**config.mk**
```make
export PLATFORM = sky130hd
export DESIGN_NAME = serial_adder_32bit
export DESIGN_NICKNAME = d
export VERILOG_FILES = /design/src/rtl/alu_pkg.sv /design/src/rtl/serial_add_chunk.sv /design/src/rtl/serial_adder_32bit.sv
export SDC_FILE = /design/constraint.sdc
export NUM_CORES = 1
export LEC_CHECK = 0
export CORE_ASPECT_RATIO = 1.2
export CORE_UTILIZATION = 40
export DETAILED_ROUTE_END_ITERATION = 8
export PLACE_DENSITY = 0.71
export RECOVER_POWER = 25
export SYNTH_ARGS = -nofsm -noshare
export SYNTH_HDL_FRONTEND = slang
export SYNTH_SLANG_ARGS = --single-unit
```
**constraint.sdc**
```tcl
create_clock -name clk -period 1.85 [get_ports clk]
set_clock_uncertainty 0.15 [all_clocks]
set_input_delay 0.185 -clock clk [delete_from_list [all_inputs] [get_ports clk]]
set_output_delay 0.185 -clock clk [all_outputs]
set_load 0.05 [all_outputs]
```
**src/rtl/alu_pkg.sv**
```systemverilog
// alu_pkg: shared ALU constants and the serial adder state enum.
// Holds no logic; imported by the serial adder files.
package alu_pkg;

  localparam int ALU_WIDTH = 32;

  typedef enum logic [1:0] {
    IDLE = 2'd0,
    RUN  = 2'd1,
    DONE = 2'd2
  } state_e;

endpackage

```
**src/rtl/serial_add_chunk.sv**
```systemverilog
// serial_add_chunk: combinational W-bit ripple adder slice.
// Ports: a_i/b_i chunk operands, ci_i carry in, s_o chunk sum,
// co_o carry out, msb_o sum MSB (only with SERIAL_ADDER_FLAGS_EN).
module serial_add_chunk
  import alu_pkg::*;
#(
  parameter int W = 1
) (
  input  logic [W-1:0] a_i,
  input  logic [W-1:0] b_i,
  input  logic         ci_i,
  output logic [W-1:0] s_o,
  output logic         co_o
`ifdef SERIAL_ADDER_FLAGS_EN
  ,
  output logic         msb_o
`endif
);

  logic c;

  always_comb begin
    s_o = '0;
    c   = ci_i;
    for (int i = 0; i < W; i++) begin
      s_o[i] = a_i[i] ^ b_i[i] ^ c;
      c      = (a_i[i] & b_i[i]) | (c & (a_i[i] ^ b_i[i]));
    end
    co_o = c;
  end

`ifdef SERIAL_ADDER_FLAGS_EN
  assign msb_o = s_o[W-1];
`endif

endmodule

```
**src/rtl/serial_adder_32bit.sv**
```systemverilog
// serial_adder_32bit: bit-serial adder, BITS_PER_CYCLE bits per clock.
// Ports: clk, rst_n (sync, active low); in_valid/in_ready + a, b;
// out_valid/out_ready + y; cout, ovf with SERIAL_ADDER_FLAGS_EN.
module serial_adder_32bit
  import alu_pkg::*;
#(
  parameter int WIDTH          = ALU_WIDTH,
  parameter int BITS_PER_CYCLE = 1
) (
  input  logic             clk,
  input  logic             rst_n,
  input  logic             in_valid,
  output logic             in_ready,
  input  logic [WIDTH-1:0] a,
  input  logic [WIDTH-1:0] b,
  output logic             out_valid,
  input  logic             out_ready,
  output logic [WIDTH-1:0] y
`ifdef SERIAL_ADDER_FLAGS_EN
  ,
  output logic             cout,
  output logic             ovf
`endif
);

  localparam int BPC    = BITS_PER_CYCLE;
  localparam int NCHUNK = WIDTH / BPC;
  localparam int CW     = (NCHUNK > 1) ? $clog2(NCHUNK) : 1;

  if (WIDTH % BPC != 0) begin : g_bad_bpc
    $error("BITS_PER_CYCLE must divide WIDTH");
  end

  state_e           state_q;
  logic [CW-1:0]    cnt_q;
  logic             carry_q;
  logic [WIDTH-1:0] a_q;
  logic [WIDTH-1:0] b_q;
  logic [WIDTH-1:0] y_q;
  logic             in_ready_q;
  logic             out_valid_q;

  logic [BPC-1:0]       c_sum;
  logic                 c_co;
  logic [WIDTH+BPC-1:0] y_cat;
  logic [WIDTH-1:0]     y_d;

`ifdef SERIAL_ADDER_FLAGS_EN
  logic c_msb;
  logic cout_q;
  logic ovf_q;
`endif

  serial_add_chunk #(.W(BPC)) u_chunk (
    .a_i  (a_q[BPC-1:0]),
    .b_i  (b_q[BPC-1:0]),
    .ci_i (carry_q),
    .s_o  (c_sum),
    .co_o (c_co)
`ifdef SERIAL_ADDER_FLAGS_EN
    ,
    .msb_o(c_msb)
`endif
  );

  // New chunk enters at the top; after NCHUNK shifts chunk 0 is at the LSBs.
  assign y_cat = {c_sum, y_q};
  assign y_d   = y_cat[WIDTH+BPC-1:BPC];

  always_ff @(posedge clk) begin
    if (!rst_n) begin
      state_q     <= IDLE;
      cnt_q       <= '0;
      carry_q     <= 1'b0;
      a_q         <= '0;
      b_q         <= '0;
      y_q         <= '0;
      in_ready_q  <= 1'b0;
      out_valid_q <= 1'b0;
`ifdef SERIAL_ADDER_FLAGS_EN
      cout_q      <= 1'b0;
      ovf_q       <= 1'b0;
`endif
    end else begin
      unique case (state_q)
        IDLE: begin
          if (in_valid && in_ready_q) begin
            a_q        <= a;
            b_q        <= b;
            carry_q    <= 1'b0;
            cnt_q      <= '0;
            in_ready_q <= 1'b0;
            state_q    <= RUN;
          end else begin
            in_ready_q <= 1'b1;
          end
        end
        RUN: begin
          a_q     <= a_q >> BPC;
          b_q     <= b_q >> BPC;
          carry_q <= c_co;
          y_q     <= y_d;
          cnt_q   <= cnt_q + CW'(1);
          if (cnt_q == CW'(NCHUNK - 1)) begin
            out_valid_q <= 1'b1;
            state_q     <= DONE;
`ifdef SERIAL_ADDER_FLAGS_EN
            cout_q <= c_co;
            // Top chunk still holds the operand sign bits here.
            ovf_q  <= (a_q[BPC-1] == b_q[BPC-1])
                   && (c_msb != a_q[BPC-1]);
`endif
          end
        end
        DONE: begin
          if (out_ready) begin
            out_valid_q <= 1'b0;
            in_ready_q  <= 1'b1;
            state_q     <= IDLE;
          end
        end
        default: begin
          state_q <= IDLE;
        end
      endcase
    end
  end

  assign in_ready  = in_ready_q;
  assign out_valid = out_valid_q;
  assign y         = y_q;
`ifdef SERIAL_ADDER_FLAGS_EN
  assign cout = cout_q;
  assign ovf  = ovf_q;
`endif

endmodule

```
[Yosys cells after proc, flatten, opt, wreduce, memory -nomap -nowiden]
Cells that the tools add are included.
Word-level totals
  logic and storage cells: 47
  output and inout port bits: 34
  register bits after elaboration: 106
Cells by class
  equal/unequal tests: 6
  add/subtract/negate cells: 1
  bitwise operators: 5
  muxes and demuxes: 18
  reduce and logical (&&, ||, !) cells: 9
Operators with widths (count)
  case mux 32 bit (2 select lines): 2
  two-way mux 32 bit: 2
  case mux 5 bit (2 select lines): 1
  two-way mux 2 bit: 3
  inequality test 2 bit (second input constant): 3
  case mux 1 bit (2 select lines): 3
  case mux 2 bit (3 select lines): 1
  AND reduction 3 bit: 2
  nonzero test 2 bit: 3
  adder 5 x 1 -> 5 bit (second input constant): 1
  equality test 5 bit (second input constant): 1
  two-way mux 1 bit: 5
  two-way mux 5 bit: 1
  AND reduction 2 bit: 2
  bitwise AND 1 bit: 2
  equality test 2 x 1 -> 1 bit (second input constant): 1
  equality test 2 bit (second input constant): 1
  zero test 2 bit: 1
  bitwise XOR 1 bit: 2
  logical AND 1 bit: 1
  OR 1 bit: 1

[Depth between registers and ports, before layout]
  depth after elaboration: 4
  mapped depth: 8
  mapped depth without buffers: 6

[Hierarchy]
A second synthesis with hierarchy kept.
Unflattened totals
  cell total of the unflattened synthesis: 495
  area total of the unflattened synthesis: 4929.7 sq um
Modules (own cells, without submodules)
  serial_adder_32bit: area each 4909.7 sq um, cells each 494, times used 1
  serial_add_chunk: area each 20.0 sq um, cells each 1, times used 1

[Least setup slack after synthesis]
Ideal clock, no wire load.
  path kind: register to register
  start point: register in_ready_q, in the netlist in_ready
  end point: register a_q[13]
  cell stages (with the launch flop): 6
  arrival time: 1611 ps
  setup time: 122 ps
  data required time: 1578 ps
  slack: -33 ps
  clock period less this slack: 1883 ps
  buffers on the path: 2
  cell sequence: dfxtp_1 > a21oi_1 > buf_2 > buf_1 > o21bai_1 > o311a_1
Between the ends
  word-level cells in the longest chain between the ends: 3
RTL lines
  from (decl): RTL line serial_adder_32bit.sv:40  | logic in_ready_q;
  from (signal assigned): RTL line serial_adder_32bit.sv:78  | in_ready_q <= 1'b0;
  from (signal assigned): RTL line serial_adder_32bit.sv:92  | in_ready_q <= 1'b0;
  from (signal assigned): RTL line serial_adder_32bit.sv:95  | in_ready_q <= 1'b1;
  logical AND 1 bit: RTL line serial_adder_32bit.sv:87  | if (in_valid && in_ready_q) begin
  inequality test 2 bit (no line)
  AND reduction 2 bit (no line)
  to (signal assigned): RTL line serial_adder_32bit.sv:99  | a_q <= a_q >> BPC;
  to (decl): RTL line serial_adder_32bit.sv:37  | logic [WIDTH-1:0] a_q;
Every way passes these cells.
A chain may end at the register's enable or synchronous reset.

[Worst setup path in the final report]
  start point: register state_q[1]
  end point: register a_q[22]
Between the ends
  word-level cells in the longest chain between the ends: 3
  elaborated cells on any way between the ends: 6
  classes of those cells: 2 x eq/ne; 1 x mux; 3 x reduce/logical
RTL lines
  from (decl): RTL line serial_adder_32bit.sv:34  | state_e state_q;
  from (signal assigned): RTL line serial_adder_32bit.sv:72  | state_q <= IDLE;
  from (signal assigned): RTL line serial_adder_32bit.sv:93  | state_q <= RUN;
  from (signal assigned): RTL line serial_adder_32bit.sv:106  | state_q <= DONE;
  equality test 2 x 1 -> 1 bit / zero test 2 bit (equally long branches): RTL line serial_adder_32bit.sv:85  | unique case (state_q)
  nonzero test 2 bit (no line) / inequality test 2 bit (equally long branches)
  AND reduction 2 bit (no line)
Several ways; a longest one is shown, not always the timed one.

==> impl_results.md <==
* Post-synth EDFFs at 0
* CP max stage delay at 0.40 ns
* Initial DRC Count at 139
* Clk_lat worst skew at 0.34 ns
* Buf/Inv on CP at 1
* Wire length per cell at 14.73 um
* Fin crit period at 1.769 ns
* Leak at 2.475 nW
* Non-filler instance count after layout at 735
* Crit path DAT at 1.85 ns
* Worst slew pin tran at 0.7870 ns
* CTS clk-pin slew, worst paths at 0.07 ns
* Crit path kind: flip-flop to flip-flop
* Met2 routed WL at 5.067 mm
* HPWL Detailed at 6.821 mm
* Status: finished, final reports clean
* Core ar. at 12,060 sq um
* Vias in the first global route at 3,777
* Final setup fails at 0
* Number of synthesized register bits at 106
* Initial Utilization at 0.4081
* Post-DP Area at 6065 sq um
* Unrepaired setup endpoints after global routing: no
* Worst setup SP type: flip-flop
* Post-Syn Area at 4920 sq um
* First-pass GRT wire length at 17.65 mm
* Max FO, Critical Path at 44
* Crit share post-route at 0.9563
* Vias per inst at 5.442
* Max-cap check violation count at 0
* Hold Slack at 0.1146 ns
* Root Driver: clkbuf_16
* Final ANT Viol Nets at 0
* Slew margin rel. at 0.4753
* Crit. End Element: flip-flop
* Setup WS pre-CTS at -0.02125 ns
* Share of cells above drive strength 1 at 0.1620
* Worst EP required at 1.93 ns
* Pre-antenna DRT Iters at 6
* Yosys warns at 0
* DR WL met3 at 514 um
* Vias at 4,000
* Die width at 103.2 um
* Dominant synthesized flop cell: dfxtp_1
* Die area at 12,750 sq um
* Register area share after synthesis at 0.4313
* Post-CTS setup buffers at 0
* Fin Setup TNS at 0 ns
* DRC at 0
* Most common cell after layout, fill and taps aside: dfxtp_1
* F_max at 565.2 MHz
* Ys async rst share at 0
* Netlist cell types at 35
* Largest net degree at the start of global routing at 82
* Critical-path cell list: nand2b_4 > buf_12 > mux2_2 > o311a_1
* CTS tree: built
* Ports at 102
* Post-route setup slack at 0.08084 ns
* Layout area overhead at 27.44%
* Clock sinks at 106
* Max IR drop VDD at 0.0003921 V
* Post-Syn Instances at 499
* Finished Cell Area at 6270 sq um
* Syn Area/Cell at 9.859 sq um
* I/O Buffers at 101
* Number of antenna violations at the first check in global routing at 0
* GRT Util Overall at 0.1747
* H-Tree Depth at 3
* Most frequent cells in the layout: dfxtp_1 (105), nand2_1 (74), clkdlybuf4s50_1 (66), o21bai_1 (60), o311a_1 (60)
* Fin nets at 640
* Power Dens Cells at 862.6 nW/um^2
* Final Hold Fails at 0
* Total CTS buffers at 9
* Hold Crit Class: input pin to flip-flop
* Top routing layer in use: met4
* Antenna diodes at 0
* Crit-path slowest cell: dfxtp_4
* DP Cell Count at 719
* Routability cong. at 0.7722
* Wire length on met1 at 5.101 mm
* Final Max Tran Viols at 0
* Num rows at 44
* Syn_nets at 570
* Drt total wl at 10.83 mm
* Longest Clk Path Bufs at 2
* Die span in y at 123.5 um
* Crit-path leading delay family: flip-flops
* Grt total ovfl at 0
## cell type report
class,instances,area (sq um)
Fill cell,1107,5787
Multi-Input combinational cell,333,2535
Sequential cell,106,2126
Timing Repair Buffer,114,1089
Clock buffer,9,225.2
Tap cell,161,201.4
Clock inverter,7,75.07
Inverter,5,18.77
## final timing paths
kind	from	to	slack, ns	depth (start not counted)
min reg2reg	y[22]	y[21]	0.31	2
max	state_q[1]	a_q[22]	0.08	4
max reg2reg	state_q[1]	a_q[22]	0.08	4
min	rst_n	out_valid	0.11	3
## synth_stat cells, types with 3 or more instances
| cell type | n | area, sq um |
|---|---|---|
| a21oi_1 | 41 | 205.2 |
| buf_1 | 4 | 15.01 |
| buf_2 | 9 | 45.04 |
| buf_6 | 5 | 56.30 |
| clkbuf_1 | 37 | 138.9 |
| dfxtp_1 | 106 | 2122 |
| inv_1 | 4 | 15.01 |
| mux2_2 | 49 | 551.8 |
| mux2_4 | 10 | 150.1 |
| nand2_1 | 74 | 277.8 |
| nand2b_1 | 3 | 18.77 |
| nor2_1 | 6 | 22.52 |
| o21ai_0 | 5 | 25.02 |
| o21bai_1 | 60 | 450.4 |
| o311a_1 | 60 | 600.6 |
## what timing repair did
action                                  in CTS  in global routing
endpoints found under the setup margin      22                  8
pin swaps                                    0                  0
hold buffers                                 0                  0
cloned                                       0                  0
gates resized for setup                     22                  8
## where the power goes
part,switching [W],internal (W)
combinational,0.000408,0.000549
sequential,0.0000772,0.00245
clock,0.000869,0.00106
## kinds of logic (layout without fill, tap and decap cells)
logic type,count (synthesis),count (layout),synth area share
buf+inv,60,135,0.05569
simple gates,94,94,0.08088
fa+ha+maj,3,3,0.009155
mux,61,61,0.1473
compound gates,175,175,0.2757
flops,106,106,0.4313
## flip-flops by register name, summed over array words and instances (netlist names)
register / count
a_q: 32
b_q: 32
carry_q: 1
cnt_q: 5
in_ready: 1
out_valid: 1
state_q: 2
y: 32
## tightest hold or removal path, stage by stage
cell and delay [ns]:
buf_2 0.13, inv_2 0.13, nor2_1 0.12
## stage by stage
| step | util | power, W |
|---|---|---|
| after floorplan | - | 0.003228 |
| after global placement | 0.5030 | 0.003498 |
| after detailed placement | 0.5030 | 0.003538 |
| after CTS | 0.5256 | 0.005482 |
| after global routing | 0.5200 | 0.005678 |
| final | 0.5200 | 0.005408 |
## layer usage
metal | GRT usage | vias up
met4 | 0.06954 | 0
met1 | 0.2236 | 1902
met5 | 0 | -
li1 | - | 2001
met2 | 0.2858 | 86
met3 | 0.03618 | 11
Power figures use the tool's default switching activity.
